--- src/rtl/rover_sprite_compositor_if.sv ---
// Sprite configuration write port: one sprite record per accepted valid/ready beat.
interface rover_sprite_compositor_if #(
  parameter int IDX_W      = 2,
  parameter int ALPHA_BITS = 2
);
  logic                  cfg_valid;
  logic                  cfg_ready;
  logic [IDX_W-1:0]      cfg_index;
  logic [10:0]           cfg_x;
  logic [9:0]            cfg_y;
  logic [23:0]           cfg_color;
  logic [ALPHA_BITS-1:0] cfg_alpha;
  logic                  cfg_enable;

  modport master (output cfg_valid, cfg_index, cfg_x, cfg_y, cfg_color, cfg_alpha, cfg_enable,
                  input  cfg_ready);
  modport slave  (input  cfg_valid, cfg_index, cfg_x, cfg_y, cfg_color, cfg_alpha, cfg_enable,
                  output cfg_ready);
endinterface

--- src/rtl/rover_sprite_compositor.sv ---
// XVGA sprite compositor: per-sprite shadow/active banks swapped at vsync fall,
// two-stage hit/blend pipeline in priority order over a background color.
module rover_sprite_lane #(
  parameter int SPRITE_W   = 64,
  parameter int SPRITE_H   = 64,
  parameter int ALPHA_BITS = 2
) (
  input  logic                  vclock,
  input  logic                  reset_n,
  input  logic                  wr_en,
  input  logic                  commit,
  input  logic [10:0]           wr_x,
  input  logic [9:0]            wr_y,
  input  logic [23:0]           wr_color,
  input  logic [ALPHA_BITS-1:0] wr_alpha,
  input  logic                  wr_enable,
  input  logic [10:0]           hcount,
  input  logic [9:0]            vcount,
  output logic                  hit,
  output logic [23:0]           act_color,
  output logic [ALPHA_BITS-1:0] act_alpha
);
  typedef struct packed {
    logic                  en;
    logic [10:0]           x;
    logic [9:0]            y;
    logic [23:0]           color;
    logic [ALPHA_BITS-1:0] alpha;
  } sprite_t;

  localparam sprite_t SPR_RST = '{en: 1'b0, x: 11'd0, y: 10'd0, color: 24'd0,
                                  alpha: {ALPHA_BITS{1'b1}}};

  sprite_t     sh_q, sh_d, ac_q, ac_d;
  logic [11:0] x_end;
  logic [10:0] y_end;

  always_comb begin
    sh_d = sh_q;
    ac_d = ac_q;
    if (wr_en)  sh_d = '{en: wr_enable, x: wr_x, y: wr_y, color: wr_color, alpha: wr_alpha};
    if (commit) ac_d = sh_q;
  end

  always_ff @(posedge vclock or negedge reset_n) begin
    if (!reset_n) begin
      sh_q <= SPR_RST;
      ac_q <= SPR_RST;
    end else begin
      sh_q <= sh_d;
      ac_q <= ac_d;
    end
  end

  // One bit wider so sprites near the right/bottom edge clip instead of wrapping.
  assign x_end     = {1'b0, ac_q.x} + 12'(SPRITE_W);
  assign y_end     = {1'b0, ac_q.y} + 11'(SPRITE_H);
  assign hit       = ac_q.en && (hcount >= ac_q.x) && ({1'b0, hcount} < x_end) &&
                     (vcount >= ac_q.y) && ({1'b0, vcount} < y_end);
  assign act_color = ac_q.color;
  assign act_alpha = ac_q.alpha;
endmodule

module rover_sprite_compositor #(
  parameter int          NUM_SPRITES = 4,
  parameter int          IDX_W       = 2,
  parameter int          SPRITE_W    = 64,
  parameter int          SPRITE_H    = 64,
  parameter int          ALPHA_BITS  = 2,
  parameter logic [23:0] BG_COLOR    = 24'h00_00_00
) (
  input  logic                     vclock,
  input  logic                     reset_n,
  input  logic [10:0]              hcount,
  input  logic [9:0]               vcount,
  input  logic                     hsync,
  input  logic                     vsync,
  input  logic                     blank,
  rover_sprite_compositor_if.slave cfg,
  output logic                     phsync,
  output logic                     pvsync,
  output logic                     pblank,
  output logic [23:0]              pixel,
  output logic                     commit_pulse,
  output logic [15:0]              frame_count
);
  localparam int NS = NUM_SPRITES;
  localparam int AB = ALPHA_BITS;

  logic                    vsync_d_q, vsync_d_d, ready_en_q, ready_en_d;
  logic                    commit_pulse_q, commit_pulse_d, commit, wr_acc;
  logic [15:0]             frame_count_q, frame_count_d;
  logic [NS-1:0]           wr_en, hit_s0, hit_q, hit_d;
  logic [NS-1:0][23:0]     act_color, col_q, col_d;
  logic [NS-1:0][AB-1:0]   act_alpha, alp_q, alp_d;
  logic [1:0][2:0]         sync_pipe_q, sync_pipe_d;  // {hsync, vsync, blank} per stage
  logic [23:0]             pixel_q, pixel_d, blend;

  assign commit         = vsync_d_q & ~vsync;
  assign cfg.cfg_ready  = ready_en_q & ~commit;
  assign wr_acc         = cfg.cfg_valid & cfg.cfg_ready;

  generate
    for (genvar i = 0; i < NS; i++) begin : g_lane
      assign wr_en[i] = wr_acc && (cfg.cfg_index == IDX_W'(i));
      rover_sprite_lane #(.SPRITE_W(SPRITE_W), .SPRITE_H(SPRITE_H), .ALPHA_BITS(AB)) u_lane (
        .vclock    (vclock),
        .reset_n   (reset_n),
        .wr_en     (wr_en[i]),
        .commit    (commit),
        .wr_x      (cfg.cfg_x),
        .wr_y      (cfg.cfg_y),
        .wr_color  (cfg.cfg_color),
        .wr_alpha  (cfg.cfg_alpha),
        .wr_enable (cfg.cfg_enable),
        .hcount    (hcount),
        .vcount    (vcount),
        .hit       (hit_s0[i]),
        .act_color (act_color[i]),
        .act_alpha (act_alpha[i])
      );
    end
  endgenerate

  // (c*w + acc*(S-w)) >> AB with w = alpha+1; peak is 255*S so AB+8 bits suffice.
  function automatic logic [7:0] mix(input logic [7:0] c, input logic [7:0] acc,
                                     input logic [AB-1:0] al);
    logic [AB:0]   w;
    logic [AB+7:0] sum;
    w   = {1'b0, al} + (AB+1)'(1);
    sum = (AB+8)'(c) * (AB+8)'(w) + (AB+8)'(acc) * (AB+8)'((AB+1)'(1 << AB) - w);
    return 8'(sum >> AB);
  endfunction

  always_comb begin
    vsync_d_d      = vsync;
    ready_en_d     = 1'b1;
    commit_pulse_d = commit;
    frame_count_d  = frame_count_q + 16'(commit);
    hit_d          = hit_s0;
    col_d          = act_color;
    alp_d          = act_alpha;
    sync_pipe_d    = {sync_pipe_q[0], {hsync, vsync, blank}};
    blend          = BG_COLOR;
    for (int i = 0; i < NS; i++) begin
      if (hit_q[i]) begin
        for (int ch = 0; ch < 3; ch++)
          blend[ch*8 +: 8] = mix(col_q[i][ch*8 +: 8], blend[ch*8 +: 8], alp_q[i]);
      end
    end
    pixel_d = sync_pipe_q[0][0] ? 24'h0 : blend;
  end

  always_ff @(posedge vclock or negedge reset_n) begin
    if (!reset_n) begin
      vsync_d_q      <= 1'b0;
      ready_en_q     <= 1'b0;
      commit_pulse_q <= 1'b0;
      frame_count_q  <= 16'd0;
      hit_q          <= '0;
      col_q          <= '0;
      alp_q          <= '0;
      sync_pipe_q    <= '1;
      pixel_q        <= 24'h0;
    end else begin
      vsync_d_q      <= vsync_d_d;
      ready_en_q     <= ready_en_d;
      commit_pulse_q <= commit_pulse_d;
      frame_count_q  <= frame_count_d;
      hit_q          <= hit_d;
      col_q          <= col_d;
      alp_q          <= alp_d;
      sync_pipe_q    <= sync_pipe_d;
      pixel_q        <= pixel_d;
    end
  end

  assign pixel                   = pixel_q;
  assign {phsync, pvsync, pblank} = sync_pipe_q[1];
  assign commit_pulse            = commit_pulse_q;
  assign frame_count             = frame_count_q;
endmodule

--- src/flat_wrapper.sv ---
// flat-port wrapper written by rule: the top's interface ports become plain ports
module rover_sprite_compositor_flat 
#(
  parameter int          NUM_SPRITES = 4,
  parameter int          IDX_W       = 2,
  parameter int          SPRITE_W    = 64,
  parameter int          SPRITE_H    = 64,
  parameter int          ALPHA_BITS  = 2,
  parameter logic [23:0] BG_COLOR    = 24'h00_00_00
)
  (vclock, reset_n, hcount, vcount, hsync, vsync, blank, phsync, pvsync, pblank, pixel, commit_pulse, frame_count, cfg_cfg_valid, cfg_cfg_index, cfg_cfg_x, cfg_cfg_y, cfg_cfg_color, cfg_cfg_alpha, cfg_cfg_enable, cfg_cfg_ready);
  rover_sprite_compositor_if #(.IDX_W(IDX_W), .ALPHA_BITS(ALPHA_BITS)) cfg_i ();
  input  logic vclock;
  input  logic reset_n;
  input  logic [10:0] hcount;
  input  logic [9:0] vcount;
  input  logic hsync;
  input  logic vsync;
  input  logic blank;
  output logic phsync;
  output logic pvsync;
  output logic pblank;
  output logic [23:0] pixel;
  output logic commit_pulse;
  output logic [15:0] frame_count;
  input wire logic [$bits(cfg_i.cfg_valid)-1:0] cfg_cfg_valid;
  input wire logic [$bits(cfg_i.cfg_index)-1:0] cfg_cfg_index;
  input wire logic [$bits(cfg_i.cfg_x)-1:0] cfg_cfg_x;
  input wire logic [$bits(cfg_i.cfg_y)-1:0] cfg_cfg_y;
  input wire logic [$bits(cfg_i.cfg_color)-1:0] cfg_cfg_color;
  input wire logic [$bits(cfg_i.cfg_alpha)-1:0] cfg_cfg_alpha;
  input wire logic [$bits(cfg_i.cfg_enable)-1:0] cfg_cfg_enable;
  output wire logic [$bits(cfg_i.cfg_ready)-1:0] cfg_cfg_ready;
  assign cfg_i.cfg_valid = cfg_cfg_valid;
  assign cfg_i.cfg_index = cfg_cfg_index;
  assign cfg_i.cfg_x = cfg_cfg_x;
  assign cfg_i.cfg_y = cfg_cfg_y;
  assign cfg_i.cfg_color = cfg_cfg_color;
  assign cfg_i.cfg_alpha = cfg_cfg_alpha;
  assign cfg_i.cfg_enable = cfg_cfg_enable;
  assign cfg_cfg_ready = cfg_i.cfg_ready;
  rover_sprite_compositor #(.NUM_SPRITES(NUM_SPRITES), .IDX_W(IDX_W), .SPRITE_W(SPRITE_W), .SPRITE_H(SPRITE_H), .ALPHA_BITS(ALPHA_BITS), .BG_COLOR(BG_COLOR)) u_core (.vclock(vclock), .reset_n(reset_n), .hcount(hcount), .vcount(vcount), .hsync(hsync), .vsync(vsync), .blank(blank), .cfg(cfg_i), .phsync(phsync), .pvsync(pvsync), .pblank(pblank), .pixel(pixel), .commit_pulse(commit_pulse), .frame_count(frame_count));
endmodule
--- config.mk ---
export PLATFORM = sky130hd
export DESIGN_NAME = rover_sprite_compositor_flat
export DESIGN_NICKNAME = d
export VERILOG_FILES = /design/src/rtl/rover_sprite_compositor_if.sv /design/src/rtl/rover_sprite_compositor.sv /design/src/flat_wrapper.sv
export SDC_FILE = /design/constraint.sdc
export NUM_CORES = 2
export LEC_CHECK = 0
export ABC_CLOCK_PERIOD_IN_PS = 16700
export BUFFER_PORTS_ARGS = -buffer_cell sky130_fd_sc_hd__buf_2
export CORE_MARGIN = 3
export CORE_UTILIZATION = 58
export CTS_CLUSTER_SIZE = 40
export DETAILED_ROUTE_END_ITERATION = 10
export GPL_ROUTABILITY_DRIVEN = 0
export GPL_TIMING_DRIVEN = 0
export PLACE_DENSITY = 0.81
export SYNTH_ARGS = -nofsm -noshare
export SYNTH_HDL_FRONTEND = slang
export SYNTH_SLANG_ARGS = --single-unit
export TNS_END_PERCENT = 10
--- constraint.sdc ---
create_clock -name vclock -period 16.7 [get_ports vclock]
set_clock_uncertainty 0.2 [all_clocks]
set_input_delay 1.67 -clock vclock [delete_from_list [all_inputs] [get_ports vclock]]
set_output_delay 1.67 -clock vclock [all_outputs]
set_load 0.005 [all_outputs]
Yosys cells after proc, flatten, opt, wreduce, memory -nomap -nowiden
Cells that the tools add are included.
{"block": "classes", "reduce_logical": 21, "n_eq_ne": 3, "muxes": 5, "addsub": 25, "n_mul": 21, "bitwise": 5, "magnitude_cmp": 16}
{"cell": "$mul A8 B3 Y10", "n": 12}
{"cell": "$mux W24", "n": 5}
{"cell": "$add A10 B10 Y10", "n": 9}
{"cell": "$mul A8 B10 Y10", "n": 9}
{"cell": "$add A11 B7 Y12 const B", "n": 4}
{"cell": "$lt A11 B12 Y1", "n": 4}
{"cell": "$add A10 B7 Y11 const B", "n": 4}
{"cell": "$ge A11 B11 Y1", "n": 4}
{"cell": "$lt A10 B11 Y1", "n": 4}
{"cell": "$ge A10 B10 Y1", "n": 4}
{"cell": "$logic_and A1 B1 Y1", "n": 20}
{"cell": "$add A16 B1 Y16", "n": 1}
{"cell": "$add A2 B1 Y3 const B", "n": 4}
{"cell": "$sub A3 B3 Y4 const A", "n": 3}
{"cell": "$eq A2 B2 Y1 const B", "n": 2}
{"cell": "$and A1 B1 Y1", "n": 3}
{"cell": "$eq A2 B1 Y1 const B", "n": 1}
{"cell": "$logic_not A2 Y1", "n": 1}
{"cell": "$not A1 Y1", "n": 2}
{"block": "totals", "inputBits": 77, "wordCells": 152, "regBits": 541}

Longest topological paths before layout
{"block": "depth", "depth_word": 13, "depth_mapped": 65}

By module
A second synthesis with hierarchy kept.
{"block": "unflattened", "cells_unflattened": 3940, "area_unflattened_um2": 41407.2}
{"module": "rover_sprite_compositor", "seq_area_each_um2": 3936.3, "instances": 1, "area_per_inst_um2": 23209.8, "cells_per_inst": 2488}
{"module": "rover_sprite_lane", "seq_area_each_um2": 2407.3, "instances": 4, "area_per_inst_um2": 4549.4, "cells_per_inst": 363}

Worst setup path after synthesis
Ideal clock, no wire load.
{"block": "synth_timing", "path_kind": "reg-to-reg", "startpoint": "reg u_core.alp_q[0] in the netlist's numbering", "endpoint": "reg u_core.pixel_q[7], in the netlist u_core.pixel[7]", "stages_incl_launch_ff": 59, "setup_ns": 0.092, "n_path_buf": 1, "setup_slack_ns": 0.817, "arrival_ns": 15.591, "required_time_ns": 16.408, "cell_sequence": "dfrtp_1 ha_1 clkbuf_1 nand2_1 fa_1 inv_1 ha_1 a21oi_1 o2111ai_1 xor2_1 nand2_1 or2_2 fa_1 fa_1 inv_1 fa_1 fa_1 inv_1 [23 not listed] xnor2_1 o21ai_0 a32oi_2 or2_1 fa_1 fa_1 fa_1 fa_1 fa_1 inv_1 ha_1 o21ai_0 nand2b_1 a21oi_1 xnor2_1 xnor2_1 o21a_1 o31ai_2"}
{"block": "synth_between", "elab_chain_cells": 13}
{"element": "start, declared", "line": "rover_sprite_compositor.sv:95", "text": "logic [NS-1:0][AB-1:0] act_alpha, alp_q, alp_d;"}
{"element": "start signal, assigned", "line": "rover_sprite_compositor.sv:172", "text": "alp_q <= alp_d;"}
{"element": "$add A2 B1 Y3 (*)", "line": "rover_sprite_compositor.sv:130", "text": "w = {1'b0, al} + (AB+1)'(1);"}
{"element": "$mul A8 B3 Y10 (*)", "line": "rover_sprite_compositor.sv:131", "text": "sum = (AB+8)'(c) * (AB+8)'(w) + (AB+8)'(acc) * (AB+8)'((AB+1)'(1 << AB) - w);"}
{"element": "$mux W24 (*)", "line": "rover_sprite_compositor.sv:146", "text": "if (hit_q[i]) begin"}
{"element": "$mul A8 B10 Y10", "line": "rover_sprite_compositor.sv:131"}
{"element": "$add A10 B10 Y10", "line": "rover_sprite_compositor.sv:131"}
{"element": "$mux W24 (*)", "line": "rover_sprite_compositor.sv:146"}
{"element": "$mul A8 B10 Y10", "line": "rover_sprite_compositor.sv:131"}
{"element": "$add A10 B10 Y10", "line": "rover_sprite_compositor.sv:131"}
{"element": "$mux W24 (*)", "line": "rover_sprite_compositor.sv:146"}
{"element": "$mul A8 B10 Y10", "line": "rover_sprite_compositor.sv:131"}
{"element": "$add A10 B10 Y10", "line": "rover_sprite_compositor.sv:131"}
{"element": "$mux W24 (*)", "line": "rover_sprite_compositor.sv:146"}
{"element": "$mux W24 (*)", "line": "rover_sprite_compositor.sv:151", "text": "pixel_d = sync_pipe_q[0][0] ? 24'h0 : blend;"}
{"element": "net u_core.pixel_d[7]", "line": "rover_sprite_compositor.sv:97", "text": "logic [23:0] pixel_q, pixel_d, blend;"}
{"element": "end signal, assigned", "line": "rover_sprite_compositor.sv:174", "text": "pixel_q <= pixel_d;"}
{"element": "end, declared", "line": "rover_sprite_compositor.sv:97"}
Mark *: on every way through the listed nets, which the timed path passes. The rest lies on a longest branch.
A chain may end at the register's enable or synchronous reset.

Worst setup path after layout
Same ends and word-level chain as after synthesis.

==> reports/metrics.cfg <==
[outcome]
status=finished, final reports clean

[yosys]
yosysUniqueCellTypes=73
synth_edf_count=0
seq_area_frac_synth_pct=32.2
synth_ff_type=dfrtp_1
synth_top_area_share_pct=30.8
synth_area_leaders=dfrtp_1, fa_1, ha_1, inv_1, mux2_2
netlist_instances=4251
avgSynthCellArea_sq_um=9.91
syn_area_sq_um=42100
synthArstFlopShare_pct=100
yosys.area.top_type=dfrtp_1
yosysWarnings=0
synth_nets=5107
synth.ff_latch_count=541

[finish]
fin_nets=5328
drive_gt1_share_pct=14.0
fillers=5230
syn2layout_area_growth_pct=11.3

[global_routing]
grt_pass1_vias=32400
grt_usage_pct=29.5
grt_max_degree=129
grt.overflow.total=0
antenna_found_initial=15
grt_pass1_wl_mm=174

[die]
num_rows=98
die_w_microns=275
io_pins=122
fp.dieH_microns=275
initial_utilization_pct=58.7
dieArea_sq_um=75900
core_sq_um=71700

[clock_network]
cts_num_sinks=541
numCtsBuffers=54
cts_htree_levels=2
clk_latency_ns=0.63
cts.clk_slew.worst_paths_ns=0.06
root_buffer=clkbuf_16
cts_tree=done
cts_max_path_buffers=3

[route]
num_vias=30900
first_pass_iters=7
wire_per_inst_microns=20.0
drc_errors=0
post_drt_via_cell_ratio=5.65
drt_wl_total_mm=110
ant_nets=0
initialDrtViolationCount=2229

[setup_path]
arrival_ns=16.60
critPathMaxStageDelay_ns=0.60
reg2reg_slack_ns=0.44
crit_slowest_cell=or4_4
required_ns=17.04
cp-end-kind=flip-flop
critPathKind=flip-flop to flip-flop
rr_worst_depth=61
path_max_fanout=10
cp-start-kind=flip-flop
crit_top_cell=fa_1

[timing]
finalCriticalPeriod_ns=16.26
timing.final.crit_share_pct=97.3
fmax_ghz=0.0615
setup_tns_ns=0
hold_slack_ns=0.155
hold_violations=0
slew_headroom_pct=30.0
tightest_slew_ns=1.05
slew_violations=0
finalSetupViolations=0
rsz0062_at_grt=yes

[power]
powerDensity_nw_per_um2=110
leakagePower_nw=23.0
vdd_drop_max_mv=0.102

[place]
dp_hpwl_mm=84.2
numPortBuffers=121

[flow_run]
drv_cap=0

[hold_path]
worstHoldPathType=flip-flop to flip-flop
hold_depth=0

-- placed cells by master, fill, tap and decap left out, drive strengths merged, types with 16 or more instances in the layout --
cell type | netlist | final
xnor2 | 164 | 164
nor2 | 237 | 237
nor2b | 80 | 80
dfstp | 22 | 22
or2 | 39 | 39
nand2 | 594 | 594
and2 | 121 | 121
nand2b | 76 | 76
buf | 10 | 180
a21o | 40 | 40
o21a | 42 | 42
mux2 | 198 | 198
dfrtp | 519 | 519
nor3 | 33 | 33
ha | 380 | 380
xor2 | 39 | 39
fa | 399 | 399
nand3 | 42 | 42
a211oi | 39 | 39
clkbuf | 126 | 191
a21oi | 86 | 86
clkinv | 2 | 16
o21ai | 164 | 164
inv | 656 | 662
-- synthesized netlist by cell type (all sizes together) (5+ instances only) --
library cell	instances
dfrtp	519
or2	39
nand2b	76
or3	5
o22ai	10
clkbuf	126
mux2i	14
nand2	594
o2111ai	5
a21oi	86
nor2b	80
nand3b	5
buf	10
o21bai	13
ha	380
and2	121
xor2	39
a21o	40
xnor2	164
mux2	198
a211oi	39
and3	10
dfstp	22
o21a	42
fa	399
o211ai	12
nor2	237
o21ai	164
nor3	33
nand3	42
inv	656
or3b	7
nand4	12
-- state kept, by name, summed over array words and instances (netlist names) --
register                        count
u_core.g_lane.u_lane.ac_q          88
u_core.pvsync                       1
u_core.g_lane.u_lane.act_color     96
u_core.sync_pipe_d                  3
u_core.hit_q                        4
u_core.ready_en_q                   1
u_core.pixel                       24
u_core.phsync                       1
u_core.col_q                       96
u_core.commit_pulse                 1
u_core.vsync_d_q                    1
u_core.alp_q                        8
u_core.g_lane.u_lane.act_alpha      8
u_core.pblank                       1
u_core.frame_count                 16
u_core.g_lane.u_lane.sh_q         192
-- worst paths after layout --
| path | startpoint | endpoint |
|---|---|---|
| hold reg to reg | u_core.sync_pipe_d[5]$_DFF_PN1_ | u_core.phsync$_DFF_PN1_ |
| min in group asynchronous | reset_n | u_core.pixel[1]$_DFF_PN0_ |
| setup / recovery | u_core.alp_q[0]$_DFF_PN0_ | u_core.pixel[7]$_DFF_PN0_ |
| hold / removal | u_core.sync_pipe_d[5]$_DFF_PN1_ | u_core.phsync$_DFF_PN1_ |
| max in group asynchronous | reset_n | u_core.g_lane[0].u_lane.sh_q[43]$_DFFE_PN0P_ |
| setup reg to reg | u_core.alp_q[0]$_DFF_PN0_ | u_core.pixel[7]$_DFF_PN0_ |
-- through the flow --
stage               setup WS, ns  cells  power (W)  util, %  instance area (sq um)
floorplan                  0.817   4251    0.00311        -                  42100
detailed placement         -1.33   5327    0.00372     61.4                  44000
global route              -0.110   5468    0.00551     65.3                  46800
global placement           -1.19   5322    0.00363     61.2                  43900
CTS                      -0.0154   5439    0.00507     64.4                  46200
finish                     0.444   5478    0.00517     65.3                  46900
-- cell families (layout without fill, tap and decap cells) --
family	after synthesis	in the layout	synth area share, %
adder cells (fa/ha/maj)	779	779	30.3
AO/OA/AOI/OAI	442	442	6.60
buffers and inverters	794	1059	7.08
other	1	13	0.00890
flip-flops	541	541	32.2
XOR/XNOR	203	203	4.22
multiplexers	212	212	5.63
AND/OR/NAND/NOR	1279	1279	14.0
-- what timing repair did --
item	CTS	global route
hold buffers	0	0
endpoints found under the setup margin	7	9
setup buffers	12	27
resized for setup	35	104
pin swaps	13	62
-- critical path: cells and delay by family (launching register included) --
| family | cells | cell delay, ns |
|---|---|---|
| adders and majority gates | 20 | 9.31 |
| muxes | 1 | 0.32 |
| xor gates and xnor gates | 10 | 1.96 |
| and+or+nand+nor | 6 | 1.33 |
| buffers and inverters | 13 | 1.13 |
| AOI/OAI and AO/OA | 11 | 1.54 |
| DFF | 1 | 0.42 |
-- metal layers --
| metal | up-vias | wire length (microns) | global-route usage (%) |
|---|---|---|---|
| li1 | 13900 | - | - |
| met1 | 15500 | 42200 | 36.5 |
| met2 | 1165 | 53000 | 49.5 |
| met3 | 357 | 8250 | 5.83 |
| met4 | 6 | 6270 | 14.5 |
| met5 | - | 46 | 0 |
-- cell type report --
class,instances,area (sq um),area share [%]
Sequential cell,541,13600,28.9
Timing Repair Buffer,165,1020,2.18
Buffer,136,536,1.14
Tap cell,950,1190,2.54
Multi-Input combinational cell,2916,26200,55.8
Clock inverter,30,408,0.870
Antenna cell,12,30.0,0.0641
Clock buffer,70,1500,3.20
Inverter,658,2470,5.27
-- power by group --
group / switching (W) / total, W / internal [W]
logic: 0.00122 / 0.00205 / 0.000831
registers: 0.000216 / 0.00182 / 0.00160
clock network: 0.000550 / 0.00130 / 0.000752
(Power assumes the default switching activity.)
